### src/rtl/chip8_pkg.sv
// Shared constants, command codes and FSM state type for the CHIP-8 sprite drawer.
package chip8_pkg;

  localparam int FB_COLS          = 64;
  localparam int FB_ROWS          = 32;
  localparam int FB_BYTES_PER_ROW = 8;
  localparam int FB_DEPTH         = 256;

  localparam logic CMD_DRAW  = 1'b0;
  localparam logic CMD_CLEAR = 1'b1;

  typedef enum logic [3:0] {
    ST_IDLE,
    ST_CLEAR,
    ST_SPR_RD,
    ST_FB_RD_L,
    ST_WR_L,
    ST_FB_RD_R,
    ST_WR_R,
    ST_NEXT,
    ST_DONE
  } state_t;

  // Upper byte is the mask for the left framebuffer byte, lower byte spills into the right one.
  function automatic logic [15:0] split_masks(input logic [7:0] s, input logic [2:0] o);
    return {s, 8'h00} >> o;
  endfunction

endpackage

### src/rtl/chip8_sprite_drawer_if.sv
// Command, sprite-memory and framebuffer port-A signals of the sprite drawer.
interface chip8_sprite_drawer_if;
  import chip8_pkg::*;

  // Handshake: a command is taken on any rising clock edge where req_valid_in and
  // ready_out are both high; ready_out is high only while idle, so requests made
  // while busy are simply not taken. done_out pulses once per accepted command.
  logic        req_valid_in;
  logic        cmd_in;
  logic [7:0]  x_in;
  logic [7:0]  y_in;
  logic [3:0]  n_in;
  logic [11:0] i_in;
  logic        ready_out;
  logic        done_out;
  logic        collision_out;
  logic [11:0] mem_addr_out;
  logic [7:0]  mem_data_in;
  logic [7:0]  fb_addr_out;
  logic [7:0]  fb_data_in;
  logic [7:0]  fb_data_out;
  logic        fb_we_out;
  state_t      state_dbg;

  modport master (
    output req_valid_in, cmd_in, x_in, y_in, n_in, i_in, mem_data_in, fb_data_in,
    input  ready_out, done_out, collision_out, mem_addr_out,
           fb_addr_out, fb_data_out, fb_we_out, state_dbg
  );

  modport slave (
    input  req_valid_in, cmd_in, x_in, y_in, n_in, i_in, mem_data_in, fb_data_in,
    output ready_out, done_out, collision_out, mem_addr_out,
           fb_addr_out, fb_data_out, fb_we_out, state_dbg
  );

endinterface

### src/rtl/chip8_sprite_drawer_pipe.sv
// Generic reset-cleared delay line; used here to time RAM read-data-valid strobes.
module chip8_sprite_drawer_pipe #(
  parameter int WIDTH = 1,
  parameter int DEPTH = 2
) (
  input  logic             clk,
  input  logic             rst_n,
  input  logic [WIDTH-1:0] d,
  output logic [WIDTH-1:0] q
);

  logic [WIDTH-1:0] stages [DEPTH];

  always_ff @(posedge clk or negedge rst_n) begin
    if (!rst_n) begin
      for (int k = 0; k < DEPTH; k++) stages[k] <= '0;
    end else begin
      stages[0] <= d;
      for (int k = 1; k < DEPTH; k++) stages[k] <= stages[k-1];
    end
  end

  assign q = stages[DEPTH-1];

endmodule

### src/rtl/chip8_sprite_drawer.sv
// CHIP-8 DXYN / 00E0 engine: XORs sprite rows into the byte-wide framebuffer via port A.
module chip8_sprite_drawer
  import chip8_pkg::*;
#(
  parameter int RAM_LATENCY = 2
) (
  input logic                   clk_in,
  input logic                   rst_n_in,
  chip8_sprite_drawer_if.slave  bus
);

  state_t      state;
  logic [5:0]  x0;
  logic [4:0]  y0;
  logic [3:0]  n;
  logic [11:0] base;
  logic [3:0]  row;
  logic [7:0]  spr;
  logic        coll;
  logic        collision;
  logic [11:0] mem_addr;
  logic [7:0]  fb_addr;
  logic [7:0]  fb_wdata;
  logic        fb_we;
  logic        rd_go;
  logic        rd_valid;

  logic [15:0] masks;
  logic [3:0]  next_row;
  logic [4:0]  fb_row;
  logic        need_right;
  logic        more_rows;

  chip8_sprite_drawer_pipe #(.WIDTH(1), .DEPTH(RAM_LATENCY)) u_rd_pipe (
    .clk   (clk_in),
    .rst_n (rst_n_in),
    .d     (rd_go),
    .q     (rd_valid)
  );

  assign masks      = split_masks(spr, x0[2:0]);
  assign next_row   = row + 4'd1;
  assign fb_row     = y0 + {1'b0, row};
  // Right byte exists only for unaligned sprites not already in the last byte column.
  assign need_right = (x0[2:0] != 3'd0) && (x0[5:3] != 3'd7);
  assign more_rows  = (next_row < n) && (({1'b0, y0} + {2'b00, next_row}) < 6'(FB_ROWS));

  always_ff @(posedge clk_in or negedge rst_n_in) begin
    if (!rst_n_in) begin
      state     <= ST_IDLE;
      x0        <= '0;
      y0        <= '0;
      n         <= '0;
      base      <= '0;
      row       <= '0;
      spr       <= '0;
      coll      <= 1'b0;
      collision <= 1'b0;
      mem_addr  <= '0;
      fb_addr   <= '0;
      fb_wdata  <= '0;
      fb_we     <= 1'b0;
      rd_go     <= 1'b0;
    end else begin
      rd_go <= 1'b0;
      case (state)
        ST_IDLE: if (bus.req_valid_in) begin
          x0        <= 6'(bus.x_in % 8'(FB_COLS));
          y0        <= 5'(bus.y_in % 8'(FB_ROWS));
          n         <= bus.n_in;
          base      <= bus.i_in;
          row       <= '0;
          coll      <= 1'b0;
          collision <= 1'b0;
          if (bus.cmd_in == CMD_CLEAR) begin
            state    <= ST_CLEAR;
            fb_addr  <= '0;
            fb_wdata <= '0;
            fb_we    <= 1'b1;
          end else if (bus.n_in == 4'd0) begin
            state <= ST_DONE;
          end else begin
            state    <= ST_SPR_RD;
            mem_addr <= bus.i_in;
            rd_go    <= 1'b1;
          end
        end
        ST_CLEAR: begin
          if (fb_addr == 8'(FB_DEPTH - 1)) begin
            fb_we <= 1'b0;
            state <= ST_DONE;
          end else begin
            fb_addr <= fb_addr + 8'd1;
          end
        end
        ST_SPR_RD: if (rd_valid) begin
          spr     <= bus.mem_data_in;
          fb_addr <= {fb_row, x0[5:3]};
          rd_go   <= 1'b1;
          state   <= ST_FB_RD_L;
        end
        ST_FB_RD_L: if (rd_valid) begin
          fb_wdata <= bus.fb_data_in ^ masks[15:8];
          fb_we    <= 1'b1;
          coll     <= coll | (|(bus.fb_data_in & masks[15:8]));
          state    <= ST_WR_L;
        end
        ST_WR_L: begin
          fb_we <= 1'b0;
          if (need_right) begin
            fb_addr <= fb_addr + 8'd1;
            rd_go   <= 1'b1;
            state   <= ST_FB_RD_R;
          end else begin
            state <= ST_NEXT;
          end
        end
        ST_FB_RD_R: if (rd_valid) begin
          fb_wdata <= bus.fb_data_in ^ masks[7:0];
          fb_we    <= 1'b1;
          coll     <= coll | (|(bus.fb_data_in & masks[7:0]));
          state    <= ST_WR_R;
        end
        ST_WR_R: begin
          fb_we <= 1'b0;
          state <= ST_NEXT;
        end
        ST_NEXT: begin
          row <= next_row;
          if (more_rows) begin
            mem_addr <= base + {8'h00, next_row};
            rd_go    <= 1'b1;
            state    <= ST_SPR_RD;
          end else begin
            collision <= coll;
            state     <= ST_DONE;
          end
        end
        ST_DONE: state <= ST_IDLE;
        default: state <= ST_IDLE;
      endcase
    end
  end

  assign bus.ready_out     = (state == ST_IDLE);
  assign bus.done_out      = (state == ST_DONE);
  assign bus.collision_out = collision;
  assign bus.mem_addr_out  = mem_addr;
  assign bus.fb_addr_out   = fb_addr;
  assign bus.fb_data_out   = fb_wdata;
  assign bus.fb_we_out     = fb_we;
  assign bus.state_dbg     = state;

endmodule
### src/flat_wrapper.sv
// flat-port wrapper written by rule: the top's interface ports become plain ports
module chip8_sprite_drawer_flat import chip8_pkg::*;
#(
  parameter int RAM_LATENCY = 2
)
  (clk_in, rst_n_in, bus_req_valid_in, bus_cmd_in, bus_x_in, bus_y_in, bus_n_in, bus_i_in, bus_mem_data_in, bus_fb_data_in, bus_ready_out, bus_done_out, bus_collision_out, bus_mem_addr_out, bus_fb_addr_out, bus_fb_data_out, bus_fb_we_out, bus_state_dbg);
  chip8_sprite_drawer_if bus_i ();
  input logic clk_in;
  input logic rst_n_in;
  input wire logic [$bits(bus_i.req_valid_in)-1:0] bus_req_valid_in;
  input wire logic [$bits(bus_i.cmd_in)-1:0] bus_cmd_in;
  input wire logic [$bits(bus_i.x_in)-1:0] bus_x_in;
  input wire logic [$bits(bus_i.y_in)-1:0] bus_y_in;
  input wire logic [$bits(bus_i.n_in)-1:0] bus_n_in;
  input wire logic [$bits(bus_i.i_in)-1:0] bus_i_in;
  input wire logic [$bits(bus_i.mem_data_in)-1:0] bus_mem_data_in;
  input wire logic [$bits(bus_i.fb_data_in)-1:0] bus_fb_data_in;
  output wire logic [$bits(bus_i.ready_out)-1:0] bus_ready_out;
  output wire logic [$bits(bus_i.done_out)-1:0] bus_done_out;
  output wire logic [$bits(bus_i.collision_out)-1:0] bus_collision_out;
  output wire logic [$bits(bus_i.mem_addr_out)-1:0] bus_mem_addr_out;
  output wire logic [$bits(bus_i.fb_addr_out)-1:0] bus_fb_addr_out;
  output wire logic [$bits(bus_i.fb_data_out)-1:0] bus_fb_data_out;
  output wire logic [$bits(bus_i.fb_we_out)-1:0] bus_fb_we_out;
  output wire logic [$bits(bus_i.state_dbg)-1:0] bus_state_dbg;
  assign bus_i.req_valid_in = bus_req_valid_in;
  assign bus_i.cmd_in = bus_cmd_in;
  assign bus_i.x_in = bus_x_in;
  assign bus_i.y_in = bus_y_in;
  assign bus_i.n_in = bus_n_in;
  assign bus_i.i_in = bus_i_in;
  assign bus_i.mem_data_in = bus_mem_data_in;
  assign bus_i.fb_data_in = bus_fb_data_in;
  assign bus_ready_out = bus_i.ready_out;
  assign bus_done_out = bus_i.done_out;
  assign bus_collision_out = bus_i.collision_out;
  assign bus_mem_addr_out = bus_i.mem_addr_out;
  assign bus_fb_addr_out = bus_i.fb_addr_out;
  assign bus_fb_data_out = bus_i.fb_data_out;
  assign bus_fb_we_out = bus_i.fb_we_out;
  assign bus_state_dbg = bus_i.state_dbg;
  chip8_sprite_drawer #(.RAM_LATENCY(RAM_LATENCY)) u_core (.clk_in(clk_in), .rst_n_in(rst_n_in), .bus(bus_i));
endmodule
### config.mk
export PLATFORM = sky130hd
export DESIGN_NAME = chip8_sprite_drawer_flat
export DESIGN_NICKNAME = d
export VERILOG_FILES = /design/src/rtl/chip8_pkg.sv /design/src/rtl/chip8_sprite_drawer_if.sv /design/src/rtl/chip8_sprite_drawer_pipe.sv /design/src/rtl/chip8_sprite_drawer.sv /design/src/flat_wrapper.sv
export SDC_FILE = /design/constraint.sdc
export NUM_CORES = 1
export LEC_CHECK = 0
export BUFFER_PORTS_ARGS = -buffer_cell sky130_fd_sc_hd__buf_2
export CAP_MARGIN = 40
export CORE_ASPECT_RATIO = 0.7
export CORE_UTILIZATION = 56
export DETAILED_ROUTE_END_ITERATION = 6
export PLACE_DENSITY = 0.8
export SETUP_SLACK_MARGIN = 0.05
export SLEW_MARGIN = 20
export SYNTH_ARGS = -nofsm -noshare
export SYNTH_HDL_FRONTEND = slang
export SYNTH_SLANG_ARGS = --single-unit
export TNS_END_PERCENT = 50
### constraint.sdc
create_clock -name clk_in -period 3.1 [get_ports clk_in]
set_input_delay 0.155 -clock clk_in [delete_from_list [all_inputs] [get_ports clk_in]]
set_output_delay 0.155 -clock clk_in [all_outputs]
set_load 0.05 [all_outputs]
**After elaboration in Yosys (flattened, before gate mapping)**

Cells that the tools add are included.
W data, S select, Z words.

- Add/subtract/negate cells: 5
- Order comparisons: 2
- Equal/unequal tests: 23
- Shift-type cells: 1
- Multiplexer cells: 44
- Bitwise operators: 6
- Reductions and logical operators: 23

Operators with widths:

| cell | count |
|---|---|
| $mux W8 | 7 |
| $mux W12 | 4 |
| $mux W4 | 9 |
| $pmux W4 S8 | 1 |
| $pmux W8 S4 | 1 |
| $pmux W12 S2 | 1 |
| $pmux W8 S3 | 1 |
| $reduce_and A5 Y1 | 4 |
| $ne A2 B2 Y1 const B | 9 |
| $and A8 B8 Y8 | 2 |
| $eq A4 B3 Y1 const B | 4 |
| $reduce_or A8 Y1 | 2 |
| $shr A16 B3 Y16 | 1 |
| $xor A8 B8 Y8 | 2 |
| $mux W1 | 14 |
| $add A12 B4 Y12 | 1 |
| $add A8 B1 Y8 const B | 1 |
| $eq A4 B2 Y1 const B | 2 |
| $eq A8 B8 Y1 const B | 1 |
| $logic_not A4 Y1 | 2 |
| $ne A2 B1 Y1 const B | 4 |
| $pmux W1 S4 | 2 |
| $pmux W4 S2 | 1 |
| $reduce_bool A4 Y1 | 2 |
| other kinds (20) | 26 |

- Flip-flop bits (word level): 77
- Input bits: 52

**Longest topological paths before layout**

Gate-level depths: netlist of run 1.

- Depth after elaboration: 6
- Mapped depth: 11

**Modules after synthesis**

Synthesis of run 1 repeated with hierarchy kept, for this count alone.

- Cell total of the unflattened synthesis: 489
- Area total of the unflattened synthesis: 4971.0 um^2

By module, submodules not included:

| module | times used | cells an instance | area an instance (um^2) | sequential area each (um^2) |
|---|---|---|---|---|
| chip8_sprite_drawer | 1 | 487 | 4921.0 | 1876.8 |
| chip8_sprite_drawer_pipe | 1 | 2 | 50.0 | 50.0 |

**Worst setup path before layout of run 1**

OpenSTA, ideal clock, no wires.

- Kind: flip-flop to flip-flop
- From: register u_core.row[1]
- To: register u_core.mem_addr[11], in the netlist u_core.bus.mem_addr_out[11]
- Setup time: 0.121 ns
- Arrival: 2.261 ns
- Slack: 0.718 ns
- Cell stages (with the launch flop): 10
- Clock period less this slack: 2.382 ns
- Cell sequence: dfrtp_1 > ha_1 > ha_1 > a21boi_0 > o211a_1 > a211o_1 > buf_2 > and2_4 > buf_6 > a22o_1

- Cells in the longest elaborated chain, start to end: 6
- Elaborated cells on any way between the ends: 10
- Classes of those cells: add/sub (3); order compare (2); eq/ne (1); mux (2); reduce/logical (2)

Ends and longest elaborated chain:

| element | line | source |
|---|---|---|
| from (decl) | chip8_sprite_drawer.sv:17 | `logic [3:0] row;` |
| from (signal assigned) | chip8_sprite_drawer.sv:129 | `row <= next_row;` |
| $add A4 B1 Y4 * | chip8_sprite_drawer.sv:42 | `assign next_row = row + 4'd1;` |
| $add A5 B4 Y6 | chip8_sprite_drawer.sv:46 | `assign more_rows = (next_row < n) && (({1'b0, y0} + {2'b00, next_row}) < 6'(FB_ROWS));` |
| $lt A6 B6 Y1 | chip8_sprite_drawer.sv:46 |  |
| $logic_and A1 B1 Y1 | chip8_sprite_drawer.sv:46 |  |
| $ne A2 B1 Y1 (no source line) | - |  |
| $reduce_and A5 Y1 (no source line) | - |  |
| to (signal assigned) | chip8_sprite_drawer.sv:84 | `mem_addr <= bus.i_in;` |
| to (signal assigned) | chip8_sprite_drawer.sv:131 | `mem_addr <= base + {8'h00, next_row};` |
| to (decl) | chip8_sprite_drawer.sv:21 | `logic [11:0] mem_addr;` |

Mark *: on every way between the ends. The rest lies on a longest branch, timed or not. The select of a mux whose other input is x is not followed.
A chain may end at the register's enable or synchronous reset.

**Worst setup path after layout of run 1**

Same ends and word-level chain as after synthesis.

==> impl_metrics.json, run 1 <==
{
  "drive_above_1_share_pct": 26.8,
  "setup_tns_ns": 0,
  "post_cts_resized": 0,
  "core_sq_um": 8040,
  "grt_pass1_wl_um": 19900,
  "critPathRequiredTime_ns": 3.32,
  "utilization_pct": 69.3,
  "async_flop_share_pct": 100,
  "ys.flop_type": "dfrtp_1",
  "postRouteAntennaNets": 0,
  "start_util_pct": 59.2,
  "setup_viol": 0,
  "fin_crit_sh_pct": 86.7,
  "end_kind": "flop",
  "hold_path.class": "input port to flop",
  "cts_made_buffers": 9,
  "synth.top_cell.area_share_pct": 40.5,
  "synth_nets": 574,
  "p_leak_nw": 2.64,
  "design_area_sq_um": 5580,
  "multi_input_comb_area_sq_um": 2650,
  "start_kind": "flop",
  "first_global_vias": 3946,
  "run_status": "finished with violations",
  "crit_fanout": 5,
  "n_antenna_cell": 0,
  "path_clk_slew_ns": 0.06,
  "powerDensity_nw_per_um2": 1190,
  "ys_seq_elements": 77,
  "gp_congestion": 0.915,
  "die_area_sq_um": 8880,
  "place_area_sq_um": 5260,
  "hold_viol": 0,
  "dr.pass1.iters": 7,
  "cts-htree-levels": 3,
  "cts.path.max_buffers": 2,
  "postRouteWirelength_um": 11900,
  "insertion_delay_ns": 0.33,
  "hpwl_um": 8730,
  "yosys.area.top_type": "dfrtp_1",
  "syn_area_sq_um": 4760,
  "wl_per_cell_um": 17.4,
  "post_cts.repair.setup_buffers": 0,
  "yosys_warnings": 0,
  "antenna_found_initial": 0,
  "synthTopCellsByCount": "dfrtp_1 (77), nand2_1 (58), mux2_2 (40)",
  "fmax_mhz": 372,
  "vias": 4211,
  "violations": "DRC",
  "fin_skew_ns": 0.00683,
  "cp_data_arrival_time_ns": 2.91,
  "ff2ff_setup_slack_ns": 0.41,
  "nets": 651,
  "ys_seq_area_share_pct": 40.5,
  "regArea_sq_um": 1930,
  "synthCells": 503,
  "synth_edf_count": 0,
  "crit_chain": "ha_1, xor2_1, ha_1, o21a_1, a21oi_1, nor2_1, a211oi_1, a21oi_1, a22o_1",
  "vias_per_cell": 6.14,
  "synth_area_leaders": "dfrtp_1 (40%), mux2_2 (9.5%), nand2_1 (4.6%)",
  "rsz0062_at_grt": "no",
  "cts_root_buf": "clkbuf_16",
  "crit_slowest_cell": "dfrtp_1",
  "tightest_slew_ns": 0.756,
  "maxCapViolCount": 0,
  "first_iter_violations": 556,
  "min_period_ns": 2.69,
  "ys_types": 61,
  "grt_max_degree": 57,
  "fp.dieW_um": 112,
  "die-height_um": 79.2,
  "track_usage_pct": 28.7,
  "worstSetupPathType": "flop to flop",
  "ctsHoldBuffers": 1,
  "yosys.cell_count.top_type": "dfrtp_1",
  "avgSynthCellArea_sq_um": 9.47,
  "slew_headroom_pct": 49.6,
  "drc": 5,
  "vdd_drop_max_mv": 0.554,
  "ios": 88,
  "dp.cells": 669,
  "area_growth_pct": 17.1,
  "cts_tree": "yes",
  "drv_slew": 0,
  "port_buffers": 82,
  "n_fill_cell": 642,
  "layoutNonFillerInstCount": 686,
  "cts_num_sinks": 77,
  "overflow": 0,
  "fp-row-count": 27,
  "critPathMaxStageDelay_ns": 0.47
}
per-layer routing:
| layer | part of all wire, % | track usage, % | vias up |
|---|---|---|---|
| met1 | 46 | 41.1 | 2027 |
| li1 | - | - | 1969 |
| met5 | 0 | 0 | - |
| met2 | 44 | 43.9 | 201 |
| met3 | 8.9 | 7.48 | 14 |
| met4 | 0.71 | 6.27 | 0 |
per-stage QoR:
| step | worst slack (ns) | total power [mW] | hold WS, ns |
|---|---|---|---|
| 4_1_cts | 0.402 | 6.58 | 0.0427 |
| 3_5_place_dp | 0.479 | 5.47 | 0.0738 |
| 6_report | 0.414 | 6.61 | 0.0471 |
| 5_1_grt | 0.229 | 7.04 | 0.0406 |
| 3_3_place_gp | 0.549 | 5.33 | 0.336 |
| 2_1_floorplan | 0.718 | 4.63 | -0.141 |
layout by cell type, fill, tap and decap left out, types with 3 or more instances in the layout:
master | netlist | routed
a21o_1 | 6 | 6
buf_2 | 10 | 81
o21ai_0 | 32 | 32
nand4_1 | 6 | 6
a22oi_1 | 6 | 6
a211o_1 | 3 | 3
xnor2_1 | 16 | 16
nor2b_1 | 5 | 5
o21ai_1 | 9 | 9
o2bb2ai_1 | 4 | 4
ha_1 | 17 | 17
a21oi_1 | 29 | 29
nand3_1 | 15 | 15
mux2i_1 | 15 | 15
a31oi_1 | 4 | 4
nand2_2 | 3 | 3
nand2b_1 | 5 | 5
a211oi_1 | 4 | 4
nor2_1 | 34 | 34
buf_4 | 2 | 9
or3_1 | 4 | 4
a221oi_1 | 4 | 4
a22o_1 | 4 | 4
dfrtp_1 | 77 | 77
nor3_1 | 7 | 7
o22ai_1 | 4 | 4
clkinv_2 | 1 | 3
and3_1 | 6 | 6
inv_1 | 13 | 13
nand2_1 | 58 | 58
clkbuf_16 | 0 | 9
xor2_1 | 9 | 9
mux2_2 | 40 | 40
nor3b_1 | 3 | 3
power breakdown:
group | internal (mW) | total (mW) | leakage [nW] | switching [mW]
logic | 1.35 | 3.54 | 1.54 | 2.19
registers | 1.46 | 1.99 | 0.952 | 0.536
clock network | 0.667 | 1.08 | 0.152 | 0.410
total | 3.48 | 6.61 | 2.64 | 3.14
sequential cells by signal, indices dropped and copies added (netlist names), 5 cells and up:
| name | count |
|---|---|
| u_core.bus.fb_addr_out | 8 |
| u_core.y0 | 5 |
| u_core.spr | 8 |
| u_core.base | 12 |
| u_core.bus.fb_data_out | 8 |
| u_core.x0 | 6 |
| u_core.bus.mem_addr_out | 12 |
logic make-up (layout without fill, tap and decap cells):
kind of cell,count (synthesis),after routing,synth area share (%)
buffers and inverters,41,123,3.99
muxes,55,55,12.6
and+or+nand+nor,159,159,16.1
xor gates and xnor gates,25,25,4.60
AOI/OAI and AO/OA,127,127,17.0
adders and majority gates,19,19,5.31
DFF,77,77,40.5
final cells by class:
class                           instances  area share, %
Inverter                               15           1.03
Clock buffer                           11           4.53
Tap cell                              101           2.27
Multi-Input combinational cell        385           47.4
Sequential cell                        77           34.6
Clock inverter                          5           1.01
Timing Repair Buffer                   92           9.16
path summary, 6_finish.rpt:
| path | endpoint | startpoint | depth (start not counted) |
|---|---|---|---|
| min reg2reg | u_core.u_rd_pipe.q$_DFF_PN0_ | u_core.u_rd_pipe.stages[1]$_DFF_PN0_ | 0 |
| max reg2reg | u_core.bus.mem_addr_out[11]$_DFFE_PN0P_ | u_core.row[1]$_DFFE_PN0P_ | 9 |
| max | u_core.bus.mem_addr_out[11]$_DFFE_PN0P_ | u_core.row[1]$_DFFE_PN0P_ | 9 |
| max in group asynchronous | u_core.spr[5]$_DFFE_PN0P_ | rst_n_in | 3 |
| min | u_core.y0[4]$_DFFE_PN0P_ | bus_y_in[4] | 2 |
| min in group asynchronous | u_core.bus.fb_addr_out[3]$_DFFE_PN0P_ | rst_n_in | 2 |
critical path, delay by kind of cell (launching register included):
family / cells / cell delay (ns)
AOI/OAI and AO/OA: 5 / 1.09
adders and majority gates: 2 / 0.60
DFF: 1 / 0.47
xor gates and xnor gates: 1 / 0.31
and+or+nand+nor: 1 / 0.11
(Power assumes the default switching activity.)
==> inputs of run 2 (changes only) <==
--- a/config.mk
+++ b/config.mk
@@ -11,6 +11,7 @@
 export CORE_UTILIZATION = 56
 export DETAILED_ROUTE_END_ITERATION = 6
 export PLACE_DENSITY = 0.8
+export REMOVE_ABC_BUFFERS = 1
 export SETUP_SLACK_MARGIN = 0.05
 export SLEW_MARGIN = 20
 export SYNTH_ARGS = -nofsm -noshare
==> run 2 against run 1 <==
  * The run still ends with DRC left
  * Utilization is 0.078 points higher
  * Global-route usage is 0.18 points higher
  * Cell count is 0.29% higher
  * Via count is 0.90% higher
  * Non-clock buffer count is 2 higher
  * Routed wire length is 1.5% higher
  * Worst setup slack better by 0.13 ns
  * Critical path depth is 1 lower
  * Critical path type unchanged
  * Largest cell class unchanged
  * Highest routed layer unchanged
==> impl_metrics.json, run 2 (same netlist as run 1, synthesis figures left out) <==
{
  "run_status": "finished with violations",
  "violations": "DRC",
  "min_period_ns": 2.56,
  "nets": 653,
  "use_met3_pct": 8.02,
  "setup_tns_ns": 0,
  "vdd_drop_max_mv": 0.705,
  "slew_headroom_pct": 57.6,
  "overflow": 0,
  "fin_crit_sh_pct": 82.6,
  "maxCapViolCount": 0,
  "n_antenna_cell": 0,
  "mostFrequentLayoutCells": "buf_2 (81), dfrtp_1 (77), nand2_1 (58)",
  "place_area_sq_um": 5260,
  "gp_congestion": 0.918,
  "cp-startpoint": "u_core.row[1]$_DFFE_PN0P_",
  "fp.dieW_um": 112,
  "dr.pass1.iters": 7,
  "whs_ns": 0.0411,
  "fp-row-count": 27,
  "top_usage_layer": "met2",
  "cp_data_arrival_time_ns": 2.80,
  "hold_viol": 0,
  "postRouteAntennaNets": 0,
  "vias": 4249,
  "cts_tree": "yes",
  "tightest_slew_ns": 0.636,
  "r2r_end": "u_core.bus.mem_addr_out[11]$_DFFE_PN0P_",
  "cts.path.max_buffers": 2,
  "cts_num_sinks": 77,
  "antenna_found_initial": 0,
  "p_leak_nw": 2.65,
  "worstReg2RegStart": "u_core.row[1]$_DFFE_PN0P_",
  "crit_chain": "nand3_1, xnor2_1, ha_1, a21oi_1, o21ai_0, a211o_1, and2_4, a22o_1",
  "postRouteWirelength_um": 12100,
  "drv_slew": 0,
  "critPathMaxStageDelay_ns": 0.47,
  "power_mw": 6.66,
  "wl_per_cell_um": 17.6,
  "worst-r2r-cell-count": 8,
  "start_util_pct": 59.2,
  "vias_per_cell": 6.18,
  "cts-htree-levels": 3,
  "crit_fanout": 10,
  "crit_path_end": "u_core.bus.mem_addr_out[11]$_DFFE_PN0P_",
  "first_iter_violations": 328,
  "drc": 7,
  "die-height_um": 79.2,
  "layout_commonest_cell": "buf_2",
  "post_cts.repair.setup_buffers": 0,
  "gr-usage-met1_pct": 41.8,
  "setup_viol": 0,
  "preCtsSetupSlack_ns": 0.540,
  "hold_path.class": "input port to flop",
  "grt_pass1_wl_um": 19800,
  "fin_ws_ns": 0.539,
  "ios": 88,
  "insertion_delay_ns": 0.35,
  "gr-usage-met2_pct": 42.6,
  "drive_above_1_share_pct": 27.1,
  "track_usage_pct": 28.9,
  "worstSetupPathType": "flop to flop",
  "layoutNonFillerInstCount": 688,
  "grt_max_degree": 43,
  "first_global_vias": 3867,
  "dp.cells": 671,
  "die_area_sq_um": 8880,
  "path_clk_slew_ns": 0.06,
  "core_sq_um": 8040,
  "powerDensity_nw_per_um2": 1190,
  "crit_slowest_cell": "a211o_1",
  "utilization_pct": 69.4,
  "critPathRequiredTime_ns": 3.34,
  "port_buffers": 82,
  "start_kind": "flop",
  "fmax_mhz": 390,
  "design_area_sq_um": 5580,
  "cts_root_buf": "clkbuf_16",
  "end_kind": "flop",
  "cts_made_buffers": 9,
  "ff2ff_setup_slack_ns": 0.54,
  "fin_skew_ns": 0.00745,
  "rsz0062_at_grt": "no",
  "area_growth_pct": 17.2,
  "hpwl_um": 8780
}
==> run 2: changes by cell type in the layout (fill, tap and decap cells not counted) <==
cell      change
buf_12        +1
clkinv_2      -1
inv_6         +2
buf_16        -1
buf_4         +2
clkbuf_8      -1
==> run 2: final cells by class <==
class	instances	area, sq um
multi-input cells	385	2650
clock inverters	6	68.8
inverters	15	57.6
well taps	101	126
fillers	637	2460
flip-flops and latches	77	1930
repair buffers	94	518
clock buffers	10	239
==> run 2: critical path: cells and delay by family (launching register included) <==
kind	cells	cell delay (ns)
xor gates and xnor gates	1	0.35
AOI/OAI and AO/OA	4	0.96
DFF	1	0.46
adders and majority gates	1	0.32
and+or+nand+nor	2	0.38
==> run 2: layer usage <==
layer / vias to the layer above / wire, um
li1: 1969 / -
met1: 2062 / 5700
met2: 204 / 5170
met3: 14 / 1110
met4: 0 / 141
met5: - / 0
==> run 2: where the power goes <==
part / total, mW / leakage, nW / switching (mW) / internal, mW
Combinational: 3.58 / 1.54 / 2.21 / 1.37
Clock: 1.09 / 0.150 / 0.442 / 0.652
Sequential: 1.99 / 0.952 / 0.531 / 1.45
Total: 6.66 / 2.65 / 3.18 / 3.48
==> run 2: worst min path at each step <==
| stage | startpoint | end | depth (start not counted) |
|---|---|---|---|
| final | bus_y_in[4] | u_core.y0[4]$_DFFE_PN0P_ | 2 |
| after global routing | bus_y_in[2] | u_core.y0[2]$_DFFE_PN0P_ | 2 |
| after global placement | u_core.u_rd_pipe.stages[1]$_DFF_PN0_ | u_core.u_rd_pipe.q$_DFF_PN0_ | 0 |
| after floorplan | rst_n_in | u_core.base[0]$_DFFE_PN0P_ | 0 |
| after CTS | bus_mem_data_in[2] | u_core.spr[2]$_DFFE_PN0P_ | 2 |
| after detailed placement | rst_n_in | u_core.bus.fb_addr_out[3]$_DFFE_PN0P_ | 1 |
==> run 2: repair_timing <==
item	in CTS	in global routing
resized for setup	0	0
hold buffers	1	0
hold endpoints to repair	41	0
==> inputs of run 3 (changes only) <==
--- a/config.mk
+++ b/config.mk
@@ -5,12 +5,13 @@
 export SDC_FILE = /design/constraint.sdc
 export NUM_CORES = 1
 export LEC_CHECK = 0
+export ABC_AREA = 1
 export BUFFER_PORTS_ARGS = -buffer_cell sky130_fd_sc_hd__buf_2
 export CAP_MARGIN = 40
 export CORE_ASPECT_RATIO = 0.7
 export CORE_UTILIZATION = 56
 export DETAILED_ROUTE_END_ITERATION = 6
-export PLACE_DENSITY = 0.8
+export PLACE_DENSITY = 0.81
 export REMOVE_ABC_BUFFERS = 1
 export SETUP_SLACK_MARGIN = 0.05
 export SLEW_MARGIN = 20
==> constraint.sdc (replaced) <==
create_clock -name clk_in -period 2.6 [get_ports clk_in]
set_input_delay 0.13 -clock clk_in [delete_from_list [all_inputs] [get_ports clk_in]]
set_output_delay 0.13 -clock clk_in [all_outputs]
set_load 0.05 [all_outputs]
==> run 3 against run 2 <==
  * The run now ends clean
  * Register-to-register slack got worse by 0.27 ns
  * Combinational power is 83% lower
  * Utilization is 1.2 points higher
  * Maximum frequency is 10% higher
  * Largest cell class unchanged
  * Final area increased by 0.43%
  * Highest routed layer unchanged
  * Routed wire length decreased by 2.6%
  * Sequential power fell by 33%
  * Critical path depth grew 4
  * Sequential share of layout area fell by 0.15 points
  * Count of clock-buffer cells in the layout unchanged
==> impl_metrics.json, run 3 <==
{
  "hold_path.class": "input port to flop",
  "synthCells": 624,
  "yosys.area.top_type": "dfrtp_1",
  "hpwl_um": 8880,
  "ys_seq_area_share_pct": 41.7,
  "fp-row-count": 27,
  "area_growth_pct": 21.2,
  "cts_num_sinks": 77,
  "cts_tree": "yes",
  "ys_seq_elements": 77,
  "gp_congestion": 0.934,
  "place_area_sq_um": 5180,
  "start_kind": "flop",
  "syn_area_sq_um": 4620,
  "first_global_vias": 4197,
  "dr.pass1.iters": 5,
  "insertion_delay_ns": 0.34,
  "ys_types": 42,
  "synthTopCellsByCount": "nand2_1 (209), dfrtp_1 (77), inv_1 (57)",
  "avgSynthCellArea_sq_um": 7.41,
  "die_area_sq_um": 8630,
  "synth_edf_count": 0,
  "rsz0062_at_grt": "yes",
  "min_period_ns": 2.33,
  "powerDensity_nw_per_um2": 548,
  "whs_ns": 0.00341,
  "sequentialPowerShare_pct": 43.2,
  "postRouteWirelength_um": 11800,
  "path_clk_slew_ns": 0.06,
  "drc": 0,
  "cp-startpoint": "u_core.row[1]$_DFFE_PN0P_",
  "worst-r2r-cell-count": 12,
  "crit_path_end": "u_core.bus.mem_addr_out[4]$_DFFE_PN0P_",
  "vdd_drop_max_mv": 0.498,
  "r2r_end": "u_core.bus.mem_addr_out[4]$_DFFE_PN0P_",
  "mostFrequentLayoutCells": "nand2_1 (209), buf_2 (81), dfrtp_1 (77)",
  "hold_viol": 0,
  "drive_above_1_share_pct": 19.6,
  "async_flop_share_pct": 100,
  "regArea_sq_um": 1930,
  "design_area_sq_um": 5610,
  "first_iter_violations": 319,
  "run_status": "finished clean",
  "antenna_found_initial": 0,
  "cts_root_buf": "clkbuf_16",
  "overflow": 0,
  "path_common_cell": "nand2_1",
  "crit_family": "adder cells",
  "setup_viol": 0,
  "track_usage_pct": 29.5,
  "layout_commonest_cell": "nand2_1",
  "p_leak_nw": 2.94,
  "path_depth": 12,
  "fin_crit_sh_pct": 89.5,
  "vias": 4456,
  "ios": 88,
  "vias_per_cell": 5.36,
  "nets": 796,
  "ff2ff_setup_slack_ns": 0.27,
  "multi_input_comb_area_sq_um": 2380,
  "critPathBufInv": 2,
  "comb_power_share_pct": 19.9,
  "cp_data_arrival_time_ns": 2.61,
  "grt_pass1_wl_um": 20200,
  "postRouteAntennaNets": 0,
  "yosys.cell_count.top_type": "nand2_1",
  "synth.top_cell.area_share_pct": 41.7,
  "n_fill_cell": 655,
  "cts.path.max_buffers": 2,
  "worstSetupPathType": "flop to flop",
  "crit_fanout": 10,
  "grt_max_degree": 53,
  "critPathMaxStageDelay_ns": 0.45,
  "intPower_mw": 2.11,
  "end_kind": "flop",
  "fmax_mhz": 430,
  "cts-htree-levels": 3,
  "synth_area_leaders": "dfrtp_1 (42%), nand2_1 (17%), o21ai_0 (5.6%)",
  "yosys_warnings": 0,
  "fin_skew_ns": 0.00534,
  "ys.flop_type": "dfrtp_1",
  "worstReg2RegStart": "u_core.row[1]$_DFFE_PN0P_",
  "start_util_pct": 58.2,
  "maxCapViolCount": 0,
  "fp.dieW_um": 111,
  "tightest_slew_ns": 0.592,
  "critPathRequiredTime_ns": 2.88,
  "clkPwrFrac_pct": 36.9,
  "port_buffers": 82,
  "p_switching_mw": 0.961,
  "slew_headroom_pct": 60.4,
  "crit_slowest_cell": "dfrtp_1",
  "n_antenna_cell": 0,
  "drv_slew": 0,
  "core_sq_um": 7940,
  "swShare_pct": 31.3,
  "crit_chain": "ha_1, ha_1, nand2_1, inv_1, o21ai_0, a21boi_0, o21ai_0, nand3_1, nand2_1, buf_4, nand2_1, nand2_1",
  "die-height_um": 78.0,
  "wl_per_cell_um": 14.2,
  "cts_made_buffers": 9
}
-- run 3: logic make-up (layout without fill, tap and decap cells) --
group                      count (synthesis)  count (layout)  share of synthesized area [%]
and+or+nand+nor                          323             323                           29.8
AOI/OAI and AO/OA                        108             108                           13.0
buffers and inverters                     84             190                           7.14
DFF                                       77              77                           41.7
muxes                                      7               7                           1.71
adders and majority gates                 19              19                           5.47
xor gates and xnor gates                   6               6                           1.14
-- run 3: area by class of cell --
type                       instances  area share [%]
inverter                          68            4.55
clock inverter                     6           0.714
sequential                        77            34.4
multi-input combinational        463            42.5
clock buffer                      10            4.08
tap                              101            2.25
timing repair buffer             106            11.6
-- run 3: through the flow --
step	TNS (ns)	std cells	total power, mW	utilization (%)	setup WS, ns
6_report	0	831	3.07	70.6	0.273
5_1_grt	0	831	3.22	70.6	0.0368
4_1_cts	0	831	3.08	70.4	0.222
3_5_place_dp	0	801	1.94	65.3	0.224
3_3_place_gp	0	800	1.91	64.9	0.330
2_1_floorplan	-0.433	608	1.73	-	-0.0389
-- run 3: power groups by stage --
| stage | clock (mW) | combinational, mW | sequential (mW) |
|---|---|---|---|
| 2_1_floorplan | 0 | 0.300 | 1.43 |
| 3_3_place_gp | 0 | 0.569 | 1.34 |
| 3_5_place_dp | 0 | 0.592 | 1.34 |
| 4_1_cts | 1.15 | 0.609 | 1.33 |
| 5_1_grt | 1.20 | 0.686 | 1.34 |
| 6_report | 1.13 | 0.612 | 1.33 |
-- run 3: tightest hold or removal path: stages --
cell	delay, ns
buf_2	0.09
nand2_1	0.05
nand2_1	0.05
-- run 3: layer usage --
layer	track usage, %	share of wire, %	vias up
met2	44.9	44	142
li1	-	-	2250
met1	42.8	49	2043
met5	0	0	-
met4	9.33	1.8	0
met3	5.25	5.3	21
-- run 3: how the worst min path moves through the flow --
stage | cells past startpoint | startpoint | slack, ns | end
global route | 2 | bus_mem_data_in[2] | 0.02 | u_core.spr[2]$_DFFE_PN0P_
CTS | 3 | bus_i_in[5] | 0.001 | u_core.base[5]$_DFFE_PN0P_
floorplan | 0 | rst_n_in | -0.17 | u_core.base[0]$_DFFE_PN0P_
detailed placement | 1 | rst_n_in | 0.06 | u_core.y0[0]$_DFFE_PN0P_
global placement | 1 | rst_n_in | 0.33 | u_core.y0[0]$_DFFE_PN0P_
finish | 3 | bus_i_in[5] | 0.003 | u_core.base[5]$_DFFE_PN0P_
-- run 3: what timing repair did --
item	CTS	global route
hold endpoints to repair	38	0
buffers inserted	0	0
hold buffers	14	0
setup endpoints to repair	0	12
resized for setup	0	3
